**config.mk**
```make
export PLATFORM = sky130hd
export DESIGN_NAME = uart_rx_packet_parser
export DESIGN_NICKNAME = d
export VERILOG_FILES = /design/src/rtl/uart_rx_packet_parser.sv
export SDC_FILE = /design/constraint.sdc
export NUM_CORES = 1
export LEC_CHECK = 0
export ABC_AREA = 1
export BUFFER_PORTS_ARGS = -buffer_cell sky130_fd_sc_hd__buf_2
export CAP_MARGIN = 20
export CELL_PAD_IN_SITES_DETAIL_PLACEMENT = 2
export CELL_PAD_IN_SITES_GLOBAL_PLACEMENT = 2
export CORE_MARGIN = 8
export CORE_UTILIZATION = 32
export DETAILED_ROUTE_END_ITERATION = 16
export GPL_TIMING_DRIVEN = 0
export PLACE_DENSITY = 0.84
export SLEW_MARGIN = 20
export SYNTH_ARGS = -nofsm -noshare
export SYNTH_HDL_FRONTEND = slang
export SYNTH_SLANG_ARGS = --single-unit
```
**constraint.sdc**
```tcl
create_clock -name clk -period 2.7 [get_ports clk]
set_input_delay 0.54 -clock clk [delete_from_list [all_inputs] [get_ports clk]]
set_output_delay 0.54 -clock clk [all_outputs]
set_load 0.1 [all_outputs]
```
**src/rtl/uart_rx_packet_parser.sv**
```systemverilog
// Pops bytes from the UART RX FIFO, frames SOF/LEN/payload/CKSUM packets and streams the payload
// out on valid/ready, with per-packet done/error pulses and saturating packet counters.
//
// state   | meaning
// IDLE    | hunting for SOF_BYTE, everything else is dropped
// LEN     | SOF seen, next byte is the payload length
// PAYLOAD | forwarding payload bytes to the pkt_* stream
// CKSUM   | waiting for the 8-bit sum of LEN and payload
module uart_rx_packet_parser #(
  parameter int         DATA_WIDTH     = 9,
  parameter logic [7:0] SOF_BYTE       = 8'hA5,
  parameter int         MAX_PAYLOAD    = 64,
  parameter int         TIMEOUT_CYCLES = 100000
) (
  input  logic                  clk,
  input  logic                  rst,
  input  logic [DATA_WIDTH-1:0] rx_data,
  input  logic                  rx_data_valid,
  output logic                  rx_data_read,
  input  logic                  rx_line_error,
  output logic [7:0]            pkt_data,
  output logic                  pkt_valid,
  input  logic                  pkt_ready,
  output logic                  pkt_last,
  output logic                  pkt_done,
  output logic                  pkt_err,
  output logic [1:0]            err_code,
  output logic                  busy,
  output logic [15:0]           pkt_count,
  output logic [15:0]           err_count
);

  typedef enum logic [1:0] {S_IDLE, S_LEN, S_PAYLOAD, S_CKSUM} state_t;

  localparam int         TW      = $clog2(TIMEOUT_CYCLES + 1);
  // pkt_err lands exactly TIMEOUT_CYCLES cycles after the last pop (TIMEOUT_CYCLES >= 2)
  localparam logic [TW-1:0] TO_HIT = TW'(TIMEOUT_CYCLES - 2);
  localparam logic [7:0] MAX_LEN = 8'(MAX_PAYLOAD);
  localparam logic [1:0] ERR_CKSUM   = 2'd0;
  localparam logic [1:0] ERR_LEN     = 2'd1;
  localparam logic [1:0] ERR_TIMEOUT = 2'd2;
  localparam logic [1:0] ERR_LINE    = 2'd3;

  state_t        state_q, state_d;
  logic [7:0]    sum_q, sum_d;
  logic [7:0]    rem_q, rem_d;
  logic [TW-1:0] timer_q, timer_d;
  logic          rd_q, rd_d;
  logic [7:0]    pkt_data_q, pkt_data_d;
  logic          pkt_valid_q, pkt_valid_d;
  logic          pkt_last_q, pkt_last_d;
  logic          pkt_done_q, pkt_done_d;
  logic          pkt_err_q, pkt_err_d;
  logic [1:0]    err_code_q, err_code_d;
  logic [15:0]   pkt_count_q, pkt_count_d;
  logic [15:0]   err_count_q, err_count_d;

  logic       stalled, pop, abort;
  logic [1:0] abort_code;
  logic [7:0] b;

  assign b       = rx_data[7:0];
  assign stalled = (state_q == S_PAYLOAD) && pkt_valid_q && !pkt_ready;
  assign pop     = !stalled && rx_data_valid && !rd_q && !rst;

  generate
    if (DATA_WIDTH > 8) begin : g_hi
      logic unused_hi;
      assign unused_hi = ^rx_data[DATA_WIDTH-1:8];
    end
  endgenerate

  always_comb begin
    state_d     = state_q;
    sum_d       = sum_q;
    rem_d       = rem_q;
    timer_d     = timer_q;
    rd_d        = pop;
    pkt_data_d  = pkt_data_q;
    pkt_valid_d = pkt_valid_q;
    pkt_last_d  = pkt_last_q;
    pkt_done_d  = 1'b0;
    pkt_err_d   = 1'b0;
    err_code_d  = err_code_q;
    pkt_count_d = pkt_count_q;
    err_count_d = err_count_q;
    abort       = 1'b0;
    abort_code  = ERR_CKSUM;

    if (pkt_valid_q && pkt_ready) begin
      pkt_valid_d = 1'b0;
      pkt_last_d  = 1'b0;
    end

    // only time spent waiting on the FIFO counts, not downstream backpressure
    if (state_q == S_IDLE || pop) begin
      timer_d = '0;
    end else if (!stalled) begin
      if (timer_q == TO_HIT) begin
        abort      = 1'b1;
        abort_code = ERR_TIMEOUT;
      end else begin
        timer_d = timer_q + 1'b1;
      end
    end

    if (pop) begin
      if (state_q != S_IDLE && rx_line_error) begin
        abort      = 1'b1;
        abort_code = ERR_LINE;
      end else begin
        case (state_q)
          S_IDLE: if (b == SOF_BYTE) state_d = S_LEN;
          S_LEN: begin
            sum_d = b;
            rem_d = b;
            if (b > MAX_LEN) begin
              abort      = 1'b1;
              abort_code = ERR_LEN;
            end else if (b == 8'd0) begin
              state_d = S_CKSUM;
            end else begin
              state_d = S_PAYLOAD;
            end
          end
          S_PAYLOAD: begin
            pkt_data_d  = b;
            pkt_valid_d = 1'b1;
            pkt_last_d  = (rem_q == 8'd1);
            sum_d       = sum_q + b;
            rem_d       = rem_q - 8'd1;
            if (rem_q == 8'd1) state_d = S_CKSUM;
          end
          S_CKSUM: begin
            state_d = S_IDLE;
            if (b == sum_q) begin
              pkt_done_d  = 1'b1;
              pkt_count_d = (pkt_count_q == 16'hFFFF) ? pkt_count_q : pkt_count_q + 16'd1;
            end else begin
              abort      = 1'b1;
              abort_code = ERR_CKSUM;
            end
          end
          default: state_d = S_IDLE;
        endcase
      end
    end

    if (abort) begin
      state_d     = S_IDLE;
      timer_d     = '0;
      pkt_err_d   = 1'b1;
      err_code_d  = abort_code;
      err_count_d = (err_count_q == 16'hFFFF) ? err_count_q : err_count_q + 16'd1;
    end
  end

  always_ff @(posedge clk) begin
    if (rst) begin
      state_q     <= S_IDLE;
      sum_q       <= '0;
      rem_q       <= '0;
      timer_q     <= '0;
      rd_q        <= 1'b0;
      pkt_data_q  <= '0;
      pkt_valid_q <= 1'b0;
      pkt_last_q  <= 1'b0;
      pkt_done_q  <= 1'b0;
      pkt_err_q   <= 1'b0;
      err_code_q  <= '0;
      pkt_count_q <= '0;
      err_count_q <= '0;
    end else begin
      state_q     <= state_d;
      sum_q       <= sum_d;
      rem_q       <= rem_d;
      timer_q     <= timer_d;
      rd_q        <= rd_d;
      pkt_data_q  <= pkt_data_d;
      pkt_valid_q <= pkt_valid_d;
      pkt_last_q  <= pkt_last_d;
      pkt_done_q  <= pkt_done_d;
      pkt_err_q   <= pkt_err_d;
      err_code_q  <= err_code_d;
      pkt_count_q <= pkt_count_d;
      err_count_q <= err_count_d;
    end
  end

  assign rx_data_read = pop;
  assign pkt_data     = pkt_data_q;
  assign pkt_valid    = pkt_valid_q;
  assign pkt_last     = pkt_last_q;
  assign pkt_done     = pkt_done_q;
  assign pkt_err      = pkt_err_q;
  assign err_code     = err_code_q;
  assign busy         = (state_q != S_IDLE);
  assign pkt_count    = pkt_count_q;
  assign err_count    = err_count_q;

endmodule

```
==> flow_summary.ini <==
[sta]
hold_viol_final = 0
min_period_ns = 2.567
fin_skew_ns = 0.006535
worst_pin_slew_ns = 0.6329
tns_ns = 0
hold_ws_ns = 0.4707
finalMaxSlewViolations = 0
setup_violations = 0
slew_headroom_pct = 57.81
fmax_ghz = 0.3895
final.period_utilization_pct = 95.08
rsz0062_at_grt = false

[cts]
clock-sinks = 82
cts_buffer_depth = 2
clk-insertion-delay-late_ns = 0.35
cts_buffers = 9
cts_setup_buffers = 0
post_cts_resized = 0
cts_hold_buf = 0
cts_tree = yes
cts_root_buffer = clkbuf_16
path_clk_slew_ns = 0.07
h-tree-depth = 3

[setup_path]
start_kind = flop
end_kind = output port
max_stage_delay_ns = 0.43
critPathKind = reg -> out
crit_slowest_cell = dfxtp_1
crit_family = buffers and inverters
cp_cell_sequence = inv_1 > ha_1 > nand2_1 > nor2_4 > nor2_4 > clkbuf_4
ff2ff_setup_slack_ns = 0.29
critPathMostFrequentCell = nor2_4
path_buf_inv = 2
worstPathRequired_ns = 2.16
crit_arrival_ns = 2.03
worstPathMaxFanout = 6

[synth]
ys.flop_type = dfxtp_1
async_flop_share_pct = 0
synth-adder-area-share_pct = 4.867
synth_nets = 744
ys_ff_latch = 82
yosys.cell_count.top_type = nand2_1
synth_edf_count = 0
yosys_warnings = 0
synth_top_family_by_area = simple AND/OR/NAND/NOR gates
syn_area_per_cell_um2 = 6.716
syn_area_mm2 = 0.004782
synth_top_area_cell = dfxtp_1
synth_commonest_cells = nand2_1, dfxtp_1, a21oi_1
syn_inst = 712
synthSimpleGateAreaFrac_pct = 32.05
yosysSeqAreaShare_pct = 34.33
synth_cell_types = 36
synth_compound_area_share_pct = 13.87
synth-xor-area-share_pct = 6.960
yosys-top-cells-area = dfxtp_1, nand2_1, a21oi_1, nand3_1, inv_1
synth_top_area_share_pct = 34.33
synthMuxAreaShare_pct = 0

[route]
vias = 5087
routed_wl_um = 17660
post_drt_wl_per_cell_um = 18.17
viasPerCell = 5.234
ant_nets = 0
drtIter0Drc = 171
dr.pass1.iters = 4
drc = 0

[floorplan]
die-area_mm2 = 0.01911
die_h_um = 138.2
coreArea_mm2 = 0.01459
io_pins = 62
start_util_pct = 32.78
die_w_um = 138.2
placementRows = 44

[placement]
hpwl_um = 13390
numPortBuffers = 60
place.gp.congestion = 0.8405

[cells_and_area]
syn_to_final_growth_pct = 18.94
antenna_cells = 0
nets = 815
nFillCells = 1758
drive_gt1_share_pct = 12.18

[global_routing]
grt_max_degree = 14
grt_remaining_overflow = 0
track_usage_pct = 18.85
grt_pass1_wl_um = 29950
grt_pass1_vias = 5863
grt_antenna_before_repair = 0

[job]
cap_violations = 0

[pwr]
ir_drop_uv = 300.4
p_leak_uw = 0.002299
powerDensity_mw_per_mm2 = 502.1

[outcome]
status = complete, no violations

[worst_hold_path]
hp-class = reg -> reg
## worst min-delay path, delay by kind of cell, from the launching register on
kind | cells | cell delay (ns)
AND/OR/NAND/NOR | 1 | 0.06
AO/OA/AOI/OAI | 1 | 0.05
flip-flops | 1 | 0.31
## metal layers
metal | GRT usage [%] | up-vias | wire length [µm]
met3 | 3.630 | 13 | 459
met2 | 34.40 | 57 | 9300
met4 | 5.950 | 0 | 186
met1 | 21.53 | 2548 | 7718
met5 | 0 | - | 0
li1 | - | 2469 | -
## logic make-up (layout without fill, tap and decap cells)
| family | after synthesis | after routing |
|---|---|---|
| DFF | 82 | 82 |
| AOI/OAI and AO/OA | 127 | 127 |
| buffers and inverters | 94 | 170 |
| xor gates and xnor gates | 38 | 38 |
| and+or+nand+nor | 353 | 353 |
| adders and majority gates | 18 | 18 |
## report_power, final
group	total [µW]	switching, µW	internal, µW
clock network	1550	527	1020
registers	1210	0.385	1210
logic	96.2	73.2	23.0
## registers in the layout, summed over array words and instances, names as in the netlist
name / count
err_code: 2
err_count: 16
pkt_count: 16
pkt_data: 8
pkt_done: 1
pkt_err: 1
pkt_last: 1
pkt_valid: 1
rd_q: 1
rem_q: 8
state_q: 2
sum_q: 8
timer_q: 17
## worst paths after layout
path,start,end,cells after the start
worst max-delay path,state_q[0],rx_data_read,6
worst min-delay path,pkt_data[4],pkt_data[4],2
worst max register to register,state_q[0],timer_q[9],12
worst min register to register,pkt_data[4],pkt_data[4],2
## layout by cell type (no fill, tap or decap), types with 9 or more instances in the layout
| cell | count |
|---|---|
| xor2_1 | 26 |
| nand2_1 | 171 |
| a21oi_1 | 79 |
| nor3_1 | 15 |
| o21ai_0 | 34 |
| clkbuf_1 | 14 |
| nor2_1 | 68 |
| inv_1 | 69 |
| nand4_1 | 11 |
| ha_1 | 17 |
| buf_2 | 65 |
| clkbuf_16 | 9 |
| xnor2_1 | 12 |
| dfxtp_1 | 82 |
| nand3_1 | 70 |
## area by class of cell
class                           instances  area (µm²)  share of cell area [%]
Multi-Input combinational cell        536        2766                   48.64
Sequential cell                        82        1642                   28.86
Timing Repair Buffer                   60       302.8                   5.323
Inverter                               71       266.5                   4.685
Clock buffer                           11       242.7                   4.267
Tap cell                              184       230.2                   4.048
Clock inverter                          5       125.1                   2.200
Buffer                                 23       112.6                   1.980
## per-stage QoR
stage	std cells	instance area, µm²	util [%]	setup slack (ns)	total power (µW)
2_1_floorplan	712	4782	-	0.1881	1289
3_3_place_gp	956	5313	36.42	0.1317	1328
3_5_place_dp	956	5313	36.42	0.04839	1333
4_1_cts	972	5680	38.94	0.01733	2892
5_1_grt	972	5688	38.99	0.01794	2941
6_report	972	5688	38.99	0.1329	2856
Power figures use the tool's default switching activity.
